### config.mk
export PLATFORM = sky130hd
export DESIGN_NAME = uc_booth
export DESIGN_NICKNAME = d
export VERILOG_FILES = /design/src/rtl/uc_booth_pkg.sv /design/src/rtl/uc_booth_contador_iter.sv /design/src/rtl/uc_booth.sv
export SDC_FILE = /design/constraint.sdc
export NUM_CORES = 1
export LEC_CHECK = 0
export CAP_MARGIN = 20
export CORE_AREA = 5 5 42 44
export CTS_CLUSTER_SIZE = 28
export DETAILED_ROUTE_END_ITERATION = 12
export DIE_AREA = 0 0 47 49
export PLACE_DENSITY = 0.54
export SLEW_MARGIN = 25
export SYNTH_ARGS = -nofsm -noshare
export SYNTH_HDL_FRONTEND = slang
export SYNTH_SLANG_ARGS = --single-unit
### constraint.sdc
create_clock -name clk -period 1.36 [get_ports clk]
set_clock_uncertainty 0.15 [all_clocks]
set_input_delay 0.34 -clock clk [delete_from_list [all_inputs] [get_ports clk]]
set_output_delay 0.34 -clock clk [all_outputs]
set_load 0.005 [all_outputs]
### src/rtl/uc_booth_pkg.sv
// rtl/uc_booth_pkg.sv - shared state codes, defaults and output decode for the Booth control unit
package uc_booth_pkg;

    localparam int N_DEF  = 3;
    localparam int CW_DEF = 2;

    localparam logic [2:0] S_IDLE     = 3'd0;
    localparam logic [2:0] S_CARGA    = 3'd1;
    localparam logic [2:0] S_EXAMINA  = 3'd2;
    localparam logic [2:0] S_SUMA     = 3'd3;
    localparam logic [2:0] S_RESTA    = 3'd4;
    localparam logic [2:0] S_DESPLAZA = 3'd5;
    localparam logic [2:0] S_FIN      = 3'd6;

    typedef struct packed {
        logic carga_a;
        logic carga_q;
        logic carga_m;
        logic desplaza;
        logic resta;
        logic limpia;
        logic ocupado;
        logic fin;
    } ctrl_t;

    // Moore decode: every control line is a pure function of the state code
    function automatic ctrl_t decode_ctrl(input logic [2:0] st);
        ctrl_t c;
        c = '0;
        case (st)
            S_CARGA: begin
                c.carga_q = 1'b1;
                c.carga_m = 1'b1;
                c.limpia  = 1'b1;
                c.ocupado = 1'b1;
            end
            S_EXAMINA: c.ocupado = 1'b1;
            S_SUMA: begin
                c.carga_a = 1'b1;
                c.ocupado = 1'b1;
            end
            S_RESTA: begin
                c.carga_a = 1'b1;
                c.resta   = 1'b1;
                c.ocupado = 1'b1;
            end
            S_DESPLAZA: begin
                c.desplaza = 1'b1;
                c.ocupado  = 1'b1;
            end
            S_FIN:   c.fin = 1'b1;
            default: c = '0;
        endcase
        return c;
    endfunction

endpackage

### src/rtl/uc_booth_contador_iter.sv
// rtl/uc_booth_contador_iter.sv - Booth iteration counter with clear, enable and terminal flag
module uc_booth_contador_iter #(
    parameter int N  = 3,
    parameter int CW = 2
) (
    input  logic clk,
    input  logic rst_n,
    input  logic clr,
    input  logic en,
    output logic term
);

    logic [CW-1:0] cnt;

    always_ff @(posedge clk or negedge rst_n) begin
        if (!rst_n) begin
            cnt <= '0;
        end else if (clr) begin
            cnt <= '0;
        end else if (en) begin
            cnt <= cnt + 1'b1;
        end
    end

    assign term = (cnt == CW'(N - 1));

endmodule

### src/rtl/uc_booth.sv
// rtl/uc_booth.sv - Moore control unit sequencing the radix-2 Booth multiplier datapath
module uc_booth
    import uc_booth_pkg::*;
#(
    parameter int N  = N_DEF,
    parameter int CW = CW_DEF
) (
    input  logic clk,
    input  logic reset,
    input  logic inicio,
    input  logic q0,
    input  logic qsub1,
    output logic CargaA,
    output logic CargaQ,
    output logic CargaM,
    output logic desplaza,
    output logic resta,
    output logic limpia,
    output logic ocupado,
    output logic fin
);

    logic [2:0] state;
    logic [2:0] state_nx;
    logic       term;
    ctrl_t      ctrl;

    // Counter only advances on non-terminal shifts, so it never wraps
    uc_booth_contador_iter #(
        .N  (N),
        .CW (CW)
    ) u_contador (
        .clk   (clk),
        .rst_n (reset),
        .clr   (state == S_CARGA),
        .en    ((state == S_DESPLAZA) && !term),
        .term  (term)
    );

    always_ff @(posedge clk or negedge reset) begin
        if (!reset) begin
            state <= S_IDLE;
        end else begin
            state <= state_nx;
        end
    end

    always_comb begin
        state_nx = state;
        case (state)
            S_IDLE:    if (inicio) state_nx = S_CARGA;
            S_CARGA:   state_nx = S_EXAMINA;
            S_EXAMINA: begin
                case ({q0, qsub1})
                    2'b10:   state_nx = S_RESTA;
                    2'b01:   state_nx = S_SUMA;
                    default: state_nx = S_DESPLAZA;
                endcase
            end
            S_SUMA:     state_nx = S_DESPLAZA;
            S_RESTA:    state_nx = S_DESPLAZA;
            S_DESPLAZA: state_nx = term ? S_FIN : S_EXAMINA;
            // A held inicio parks here; a fresh request needs a low cycle first
            S_FIN:      if (!inicio) state_nx = S_IDLE;
            default:    state_nx = S_IDLE;
        endcase
    end

    assign ctrl     = decode_ctrl(state);
    assign CargaA   = ctrl.carga_a;
    assign CargaQ   = ctrl.carga_q;
    assign CargaM   = ctrl.carga_m;
    assign desplaza = ctrl.desplaza;
    assign resta    = ctrl.resta;
    assign limpia   = ctrl.limpia;
    assign ocupado  = ctrl.ocupado;
    assign fin      = ctrl.fin;

endmodule

# --- After elaboration in Yosys (flattened, before gate mapping) ---
# Cells that the tools add are included.
word_totals:
  memories: 0
  mem_bits_rw: 0
  in_bits: 5
  register_bits: 5
  latchBits: 0
  mem_bits_ro: 0
  output_inout_bits: 8
classes:
  shift: 0
  addsub: 1
  mux: 14
  n_eq_ne: 11
  bitwise_logic: 0
  div: 0
  order_cmp: 0
  n_reduce_logical: 7
  multipliers: 0
op_table:
  columns: ["operator", "n"]
  rows:
  - ["one-hot mux 3 bit (6 select lines)", 1]
  - ["equality test 3 bit, second input constant", 3]
  - ["two-way mux 3 bit", 3]
  - ["equality test 3 x 2 -> 1 bit, second input constant", 2]
  - ["two-way mux 1 bit", 6]
  - ["two-way mux 2 bit", 3]
  - ["one-hot mux 3 bit (2 select lines)", 1]
  - ["OR reduction 5 bit", 1]
  - ["equality test 2 bit, second input constant", 2]
  - ["!= test 2 bit, second input constant", 2]
  - ["equality test 3 x 1 -> 1 bit, second input constant", 1]
  - ["zero test 3 bit", 1]
  - ["adder 2 x 1 -> 2 bit, second input constant", 1]
  - ["equality test 2 x 1 -> 1 bit, second input constant", 1]
  - ["AND reduction 2 bit", 1]
  - ["nonzero test 2 bit", 1]
  - ["OR reduction 2 bit", 1]
  - ["logical AND 1 bit", 1]
  - ["zero test 1 bit", 1]

# --- Logic depth before layout (Yosys ltp) ---
# Gate-level depths: netlist of run 1.
depth:
  depth_word: 5
  depth_mapped: 5

# --- Hierarchy ---
# Synthesis of run 1 repeated with hierarchy kept, for this count alone.
hier_totals:
  hier_cells: 43
  hier_area_um2: 381.6
modules_own_cells:
  columns: ["mod", "seq_area_each_um2", "cells_per_inst", "n_inst", "area_per_inst_um2"]
  rows:
  - ["uc_booth", 75.1, 34, 1, 281.5]
  - ["uc_booth_contador_iter", 50.0, 9, 1, 100.1]

# --- Least setup slack after synthesis of run 1 ---
# OpenSTA, ideal clock, no wires.
synth_path:
  path_type: "reg2out"
  startpoint: "register state[1]"
  endpoint: "output CargaQ"
  arrival_ns: 0.945
  stages_incl_launch_ff: 5
  setup_slack_ns: -0.075
  cell_sequence: "dfrtp_1 -> buf_6 -> nand2b_4 -> nor2_1 -> buf_4"
synth_via:
  elab_chain_cells: 2
synth_lines:
  columns: ["element", "line_no", "text"]
  rows:
  - ["start: declaration", "uc_booth.sv:23", "logic [2:0] state;"]
  - ["start signal: assignment", "uc_booth.sv:44", "state <= state_nx;"]
  - ["equality test 3 x 1 -> 1 bit", "uc_booth_pkg.sv:30", "case (st)"]
  - ["two-way mux 2 bit", "uc_booth_pkg.sv:30", null]
  - ["end: declaration", "uc_booth.sv:14", "output logic CargaQ,"]
# No other way between the ends.

# --- Worst setup path after layout of run 1 ---
layout_path:
  startpoint: "register state[1]"
  endpoint: "output CargaA"
layout_via:
  elab_chain_cells: 3
layout_lines:
  columns: ["element", "line_no", "text"]
  rows:
  - ["equality test 3 bit / equality test 3 x 2 -> 1 bit (equally long branches)", "uc_booth_pkg.sv:30", null]
  - ["OR reduction 2 bit (no source line) (*)", null, null]
  - ["two-way mux 1 bit (*)", "uc_booth_pkg.sv:30", null]
  - ["end: declaration", "uc_booth.sv:13", "output logic CargaA,"]
# Mark *: on every way between the ends. The rest lies on a longest branch, timed or not.

==> out/metrics.cfg, run 1 <==
[synthesis]
synth_top_area_share_pct=35.21
synth_area_um2=355.3
ys.flop_type=dfrtp_1
yosys.area.top_type=dfrtp_1
synth.distinct_cells=23
syn_inst=43
synth_edf_count=0
yosys-top-cells-count=dfrtp_1, nor2_1, nand2_1
ys_seq_area_share_pct=35.21
ys_warn_count=0
syn_nets=49
synth_area_leaders=dfrtp_1, buf_4, nor2_1, a21oi_1, a211oi_1
ys_async_sr_fraction_pct=100.0
syn_avg_cell_area_um2=8.264
synth-seq-cells=5

[pwr]
powerDensity_nw_per_um2=2585
finalPower_uw=2021
power.leakage_uw=0.0003746
peakVddDrop_mv=1.163

[floorplanning]
coreArea_um2=1401
io_pins=13
die_area_um2=2303
die_x_um=47
start_util_pct=25.36
rows=14
die-height_um=49

[worst_setup_path]
crit_path_frequent_cell=buf_6
path_class=reg -> out
end_kind=primary output
crit_slowest_cell=dfrtp_1
critPathBufInv=3
cp_cell_sequence=buf_6 -> buf_6 -> nand2_2 -> o22ai_2 -> buf_2
cpPeakStageDelay_ns=0.40
cp.arrival_ns=1.18
critPathLaunchType=register
critPathMaxFanout=4
critical-path-top-delay-family=flip-flops
required_ns=0.87

[global_routing]
antenna_found_initial=0
grt_max_degree=7
track_usage_pct=12.44
overflow=0
grt_pass1_vias=497
grt_pass1_wl_um=2139

[route]
drtAntennaViolNets=0
wl_um=1307
num_vias=459
first_pass_iters=2
via_per_inst=4.732
wl_per_cell_um=13.47
drc=0
dr.first_iter.drc_count=1

[cells_and_area]
fin_cells=97
area_growth_pct=120.1
antenna_cells=0
final_cell_area_um2=782.0
fin_nets=88
drive_gt1_share_pct=72.84

[timing]
fin_crit_sh_pct=122.5
hold_viol_final=0
holdWs_ns=0.1771
fmax_mhz=600.1
slew_headroom_pct=82.51
layout_min_cycle_time_ns=1.666
finalSetupViolCount=13
slew_violations=0
timing.final.ws_setup_ns=-0.3063
rsz0062_at_grt=yes
worst-slew-pin-transition_ns=0.2616

[placed_design]
placed_cell_area_um2=556.8
dpl.hpwl_um=697.1
routabilityCongestion=0.7838
port_buffers=12
dp_worst_setup_slack_ns=-0.3763
dp_cells=78

[clock_tree]
cts.clk_slew.worst_paths_ns=0.05
holdBufCountCts=0
cts_tree=yes
cts_max_level=1
clock-root-buffer=clkbuf_4
cts_max_path_buffers=2
clk_latency_ns=0.25
cts-buffers-inserted=3
cts_num_sinks=5

[run]
maxCapViolCount=0

[hold_path]
hold_path_class=in -> async

[status]
violations=setup timing
status=finished with violations

-- kinds of logic after synthesis --
kind of cell	synth area share [%]
simple gates	27.46
compound gates	18.66
buf+inv	15.14
flops	35.21
fa+ha+maj	3.521
-- metal layers --
metal / up-vias / track usage, % / share of wire [%]
li1: 222 / - / -
met1: 222 / 13.33 / 37
met2: 9 / 21.49 / 57
met3: 6 / 5.535 / 2.9
met4: 0 / 2.765 / 3.7
met5: - / 0 / 0
-- report_power, final --
| group | switching, uW | internal, uW | total, uW |
|---|---|---|---|
| clock | 65.1 | 111 | 176 |
| sequential | 85.1 | 226 | 311 |
| combinational | 641 | 893 | 1530 |
| total | 792 | 1230 | 2020 |
-- stage by stage --
step / TNS (ns) / utilization (%)
4_1_cts: -2.167 / 48.57
3_5_place_dp: -3.317 / 39.73
5_1_grt: -3.468 / 55.80
6_report: -2.676 / 55.80
2_1_floorplan: 0 / -
3_3_place_gp: -3.379 / 39.73
-- repair_timing --
item | CTS | global route
resized for setup | 47 | 19
pin swaps | 11 | 6
setup buffers | 13 | 5
setup endpoints to repair | 11 | 13
-- cell usage in the layout (no fill, tap or decap), types with 2 or more instances in the layout --
cell type and instances:
a21oi_1 2, clkdlybuf4s50_1 4, buf_4 15, buf_6 12
buf_2 8, dfrtp_1 4, inv_2 2, nor2_2 3
clkbuf_4 3, nand3_1 2, nand2_2 2
-- worst reg2reg max path: stages, from the launching register on --
cell and delay, ns:
dfrtp_2 0.43, buf_6 0.13, buf_6 0.09, inv_4 0.03, buf_6 0.11, or4_1 0.49, nand3_1 0.08
-- area by class of cell --
type | instances | area [um^2]
Fill cell | 125 | 619.3
Timing Repair Buffer | 39 | 327.8
Multi-Input combinational cell | 29 | 264.0
Sequential cell | 5 | 126.4
Clock buffer | 4 | 26.28
Tap cell | 16 | 20.02
Inverter | 4 | 17.52
-- path summary, 6_finish.rpt --
check                      slack (ns)                 to              start  cells after the start
max                             -0.31             CargaA           state[1]                      5
min                              0.18  u_contador.cnt[0]              reset                      1
max reg2reg                     -0.21  u_contador.cnt[0]           state[2]                      6
min reg2reg                      0.38  u_contador.cnt[1]  u_contador.cnt[1]                      2
max in group asynchronous        0.66           state[2]              reset                      1
min in group clk                 0.38  u_contador.cnt[1]  u_contador.cnt[1]                      2
-- state kept, by name, indices dropped and copies added (netlist names) --
| signal | cells |
|---|---|
| u_contador.cnt | 2 |
| state | 3 |
Power figures use the tool's default switching activity.
==> inputs of run 2 (changes only) <==
--- a/config.mk
+++ b/config.mk
@@ -5,6 +5,7 @@
 export SDC_FILE = /design/constraint.sdc
 export NUM_CORES = 1
 export LEC_CHECK = 0
+export ABC_AREA = 1
 export CAP_MARGIN = 20
 export CORE_AREA = 5 5 42 44
 export CTS_CLUSTER_SIZE = 28
==> run 2 against run 1 <==
  * The run still ends with setup timing left
  * Combinational power down 30%
  * First-iteration DRC count did not move
  * Cell count is 6.2% lower
  * Die area did not move
  * Wire length decreased by 26%
  * Setup slack better by 0.0029 ns
  * Sequential share of layout area increased by 3.3 points
  * Area after synthesis is 1.1% lower
  * Synthesized cell count grew 12%
  * Utilization fell by 8.6 points
==> out/metrics.cfg, run 2 <==
[synthesis]
syn_inst=48
yosys.area.top_type=dfrtp_1
synth_area_um2=351.6
syn_avg_cell_area_um2=7.325
synth_edf_count=0
ys_warn_count=0
syn_nets=54
synth-seq-cells=5
yosys-top-cells-count=nand2_1, inv_1, dfrtp_1, nor2_1, nand3_1
synth_area_leaders=dfrtp_1, nand2_1, inv_1, nand3_1, nor2_1
ys.flop_type=dfrtp_1
synth_top_area_share_pct=35.59
yosysMostFrequentCell=nand2_1
synth.distinct_cells=19
ys_seq_area_share_pct=35.59
ys_async_sr_fraction_pct=100.0

[route]
drtAntennaViolNets=0
wl_per_cell_um=10.69
wl_um=973
drc=0
dr.first_iter.drc_count=1
first_pass_iters=2
via_per_inst=4.418
num_vias=402
met3WireLength_um=64
wl_met1_um=338
wl_met2_um=522
top_layer=met4

[cells_and_area]
drive_gt1_share_pct=62.67
area_growth_pct=88.26
multi_input_area_um2=250.2
final_cell_mix=buf_4, buf_2, inv_1, buf_6, nand2_1
top_regs=state: 3 flops, u_contador.cnt: 2 flops
final_cell_area_um2=661.9
largest_register_ffs=3
seq_area_um2=128.9
regMostFlops=state
fin_nets=82
nFillCells=145
antenna_cells=0
final_common_cell=buf_4

[global_routing]
grt_pass1_wl_um=1738
antenna_found_initial=0
grt_max_degree=6
grt_pass1_vias=444
track_usage_pct=10.78
overflow=0

[worst_setup_path]
reg2regPathDepth=7
critPathCapture=ocupado
path_class=reg -> out
critPathMaxFanout=5
worstReg2RegStart=state[1]
startpoint=state[0]
required_ns=0.87
critPathLaunchType=register
end_kind=primary output
rrSetupSlack_ns=0.05
cp.arrival_ns=1.17
reg2reg_to=u_contador.cnt[0]

[clock_tree]
cts_max_path_buffers=2
clock-root-buffer=clkbuf_4
holdBufCountCts=0
cts.clk_slew.worst_paths_ns=0.04
cts_num_sinks=5
cts_max_level=1
cts-buffers-inserted=3
cts_tree=yes
clk_latency_ns=0.23

[timing]
slew_headroom_pct=82.07
timing.final.ws_setup_ns=-0.3034
finalSetupViolCount=8
layout_min_cycle_time_ns=1.663
rsz0062_at_grt=yes
hold_viol_final=0
fmax_mhz=601.2
slew_violations=0
fin_crit_sh_pct=122.3
worst-slew-pin-transition_ns=0.2679
fin_setup_tns_ns=-1.886

[placed_design]
placed_cell_area_um2=554.3
routabilityCongestion=0.7058
port_buffers=12
dpl.hpwl_um=675

[floorplanning]
io_pins=13
rows=14
die_x_um=47
start_util_pct=25.09
coreArea_um2=1401
die_area_um2=2303
die-height_um=49

[pwr]
powerDensity_nw_per_um2=2341
peakVddDrop_mv=1.293
finalPower_uw=1550
power.leakage_uw=0.0003232

[hold_path]
hold_path_class=in -> async

[status]
status=finished with violations
violations=setup timing

[run]
maxCapViolCount=0

run 2: cell count changes in the layout (fill, tap and decap cells not counted), moves of 2 or more:
cell / previous run / this run
nor2_4: 1 / 3
buf_4: 15 / 8
o21ai_2: 0 / 3
nand2_1: 1 / 5
dfrtp_2: 1 / 3
dfrtp_1: 4 / 2
nand2_2: 2 / 4
nand4_1: 0 / 2
a21oi_1: 2 / 0
buf_6: 12 / 6
inv_1: 1 / 6
run 2: power breakdown:
group          switching, uW  total (uW)  internal, uW
Clock                   53.9         164           110
Combinational            514        1070           555
Sequential               100         316           216
Total                    668        1550           882
run 2: logic make-up (layout without fill, tap and decap cells):
kind of cell,after synthesis,in the layout,share of synthesized area [%]
AOI/OAI and AO/OA,5,5,9.249
adders and majority gates,1,1,3.558
buffers and inverters,11,38,13.88
DFF,5,5,35.59
and+or+nand+nor,26,26,37.72
run 2: cell type report:
cell class              instances  area share (%)
multi-input cells              32           37.81
inverters                       9           5.104
clock buffers                   4           3.970
repair buffers                 25           30.62
well taps                      16           3.025
flip-flops and latches          5           19.47
run 2: worst min path at each step:
stage | startpoint | end | slack [ns] | cells past startpoint
floorplan | reset | state[0] | -0.11 | 0
global placement | u_contador.cnt[1] | u_contador.cnt[1] | 0.32 | 2
detailed placement | u_contador.cnt[0] | u_contador.cnt[0] | 0.32 | 1
CTS | reset | state[1] | 0.17 | 1
global route | reset | u_contador.cnt[1] | 0.17 | 1
finish | reset | u_contador.cnt[1] | 0.17 | 1
run 2: repair_timing:
action | CTS | global route
buffers inserted | 8 | 0
resized for setup | 51 | 11
cloned | 0 | 0
endpoints found under the setup margin | 8 | 11
pin swaps | 7 | 5
run 2: worst max-delay path: stages, from the launching register on:
cell     delay, ns
dfrtp_2       0.45
buf_6         0.14
nor3_4        0.14
nor2_2        0.06
nand2_1       0.05
buf_2         0.10
run 2: stage by stage:
step                cells  hold WS (ns)  setup slack, ns  util (%)
global placement       84        0.3219          -0.4848     39.55
detailed placement     84        0.3235          -0.4645     39.55
CTS                    96        0.1667          -0.3118     47.32
floorplan              48       -0.1056         0.002592         -
finish                 91        0.1686          -0.3034     47.23
global route           91        0.1682          -0.3829     47.23
run 2: layer usage:
layer  track usage (%)  up-vias
li1                  -      205
met1             11.46      179
met2             16.29       12
met3             2.952        6
met4             9.677        0
met5                 0        -
==> inputs of run 3 (changes only) <==
--- a/config.mk
+++ b/config.mk
@@ -11,7 +11,8 @@
 export CTS_CLUSTER_SIZE = 28
 export DETAILED_ROUTE_END_ITERATION = 12
 export DIE_AREA = 0 0 47 49
-export PLACE_DENSITY = 0.54
+export MAX_ROUTING_LAYER = met4
+export PLACE_DENSITY = 0.52
 export SLEW_MARGIN = 25
 export SYNTH_ARGS = -nofsm -noshare
 export SYNTH_HDL_FRONTEND = slang
==> constraint.sdc (replaced) <==
create_clock -name clk -period 1.95 [get_ports clk]
set_clock_uncertainty 0.15 [all_clocks]
set_input_delay 0.4875 -clock clk [delete_from_list [all_inputs] [get_ports clk]]
set_output_delay 0.4875 -clock clk [all_outputs]
set_load 0.005 [all_outputs]
==> run 3 against run 2 <==
  * The flow now finishes without violations
  * Global-route usage down 1.1 points
  * Cell count up 7.7%
  * Total power down 31%
  * Via count up 5.7%
  * Combinational power down 30%
  * Sequential share of layout area down 0.18 points
  * Critical path type unchanged
  * Largest cell class is now non-clock buffers
  * Design area up 0.95%
  * Setup slack better by 0.31 ns
  * Count of clock-buffer cells in the layout unchanged
  * Non-clock buffer count up 7
==> out/metrics.cfg, run 3 (same netlist as run 2, synthesis figures left out) <==
[status]
status=finished, final reports clean

[route]
dr.first_iter.drc_count=5
wl_per_cell_um=9.837
drc=0
drtAntennaViolNets=0
num_vias=425
first_pass_iters=4
wl_um=964
via_per_inst=4.337

[timing]
rsz0062_at_grt=yes
finalSetupViolCount=0
worst-slew-pin-transition_ns=0.2046
layout_min_cycle_time_ns=1.942
fin_setup_tns_ns=0
fin_crit_sh_pct=99.60
hold_viol_final=0
slew_headroom_pct=86.32
slew_violations=0
fmax_mhz=514.9

[cells_and_area]
antenna_cells=0
multi_input_area_um2=198.9
fin_nets=89
final_common_cell=buf_4
final_cell_area_um2=668.1
final_cell_mix=buf_4, nand2_1, inv_1, dlygate4sd2_1
largest_register_ffs=3
regMostFlops=state
seq_area_um2=128.9
drive_gt1_share_pct=47.56
area_growth_pct=90.04
nFillCells=151
top_regs=state: 3 flops, u_contador.cnt: 2 flops

[global_routing]
grt_pass1_vias=411
track_usage_pct=9.659
grt_pass1_wl_um=1580
antenna_found_initial=0
overflow=0
grt_max_degree=6

[clock_tree]
cts_tree=yes
clock-root-buffer=clkbuf_4
holdBufCountCts=0
cts_num_sinks=5
cts_max_path_buffers=2
clk_latency_ns=0.23
cts.clk_slew.worst_paths_ns=0.04
cts_max_level=1
cts-buffers-inserted=3

[pwr]
p_switching_uw=410.3
p_int_uw=660.4
powerDensity_nw_per_um2=1603
power_frac_comb_pct=70.3
finalPower_uw=1071
clkPwrFrac_pct=10.6
peakVddDrop_mv=0.7903
p_seq_share_pct=19.0
power.leakage_uw=0.0003607
swShare_pct=38.33

[floorplanning]
coreArea_um2=1401
die-height_um=49
die_area_um2=2303
die_x_um=47
start_util_pct=25.09
rows=14
io_pins=13

[worst_setup_path]
critPathMaxFanout=5
path_class=reg -> out
critPathLaunchType=register
end_kind=primary output
required_ns=1.31
cp.arrival_ns=1.30

[placed_design]
routabilityCongestion=0.7534
placed_cell_area_um2=544.3
port_buffers=12
dpl.hpwl_um=638.8

[run]
maxCapViolCount=0

[hold_path]
hold_path_class=in -> async

run 3: changes by cell type in the layout (fill, tap and decap cells not counted), moves of 3 or more:
| cell | change |
|---|---|
| buf_2 | -7 |
| buf_6 | -5 |
| dlygate4sd2_1 | +7 |
| buf_4 | +11 |
| nand2_1 | +3 |
run 3: layout make-up:
type / count / area share (%)
Clock buffer: 4 / 3.933
Inverter: 9 / 5.056
Multi-Input combinational cell: 32 / 29.78
Sequential cell: 5 / 19.29
Tap cell: 16 / 2.996
Timing Repair Buffer: 32 / 38.95
run 3: power groups by stage:
| stage | registers [uW] | clock network, uW | logic, uW |
|---|---|---|---|
| finish | 204 | 114 | 753 |
| detailed placement | 201 | 0 | 576 |
| global placement | 201 | 0 | 577 |
| CTS | 193 | 121 | 722 |
| floorplan | 196 | 0 | 265 |
| global route | 209 | 128 | 827 |
run 3: critical path, stage by stage, from the launching register on:
cell	delay, ns
dfrtp_2	0.44
buf_4	0.16
buf_4	0.12
nor2_2	0.11
dlygate4sd2_1	0.24
run 3: layer usage:
layer	vias up	part of all wire, %	track usage (%)	routed length (um)
met5	-	0	-	0
met4	0	0	4.147	0
met2	8	56	15.61	538
met1	196	39	10.96	372
li1	221	-	-	-
met3	0	5.4	2.214	52
run 3: worst paths after layout:
check / startpoint / endpoint / slack (ns) / depth (start not counted)
setup / recovery: state[2] / limpia / 0.008 / 4
hold / removal: reset / u_contador.cnt[0] / 0.31 / 1
setup reg to reg: state[1] / state[0] / 0.32 / 10
hold reg to reg: u_contador.cnt[0] / u_contador.cnt[0] / 0.32 / 1
max in group asynchronous: reset / state[2] / 1.14 / 1
min in group clk: u_contador.cnt[0] / u_contador.cnt[0] / 0.32 / 1
run 3: per-stage QoR:
stage	util (%)	hold slack, ns	worst slack [ns]	cells
after detailed placement	38.84	0.3213	-0.02453	83
after CTS	46.79	0.3099	-0.02589	98
after floorplan	-	0.04191	0.3861	48
final	47.68	0.3141	0.007810	98
after global routing	47.68	0.3171	-0.04584	98
after global placement	38.84	0.3182	-0.01930	83
run 3: what timing repair did:
action | CTS | global route
endpoints found under the hold margin | 0 | 0
buffers inserted | 11 | 0
pin swaps | 2 | 0
endpoints found under the setup margin | 8 | 5
resized for setup | 14 | 6
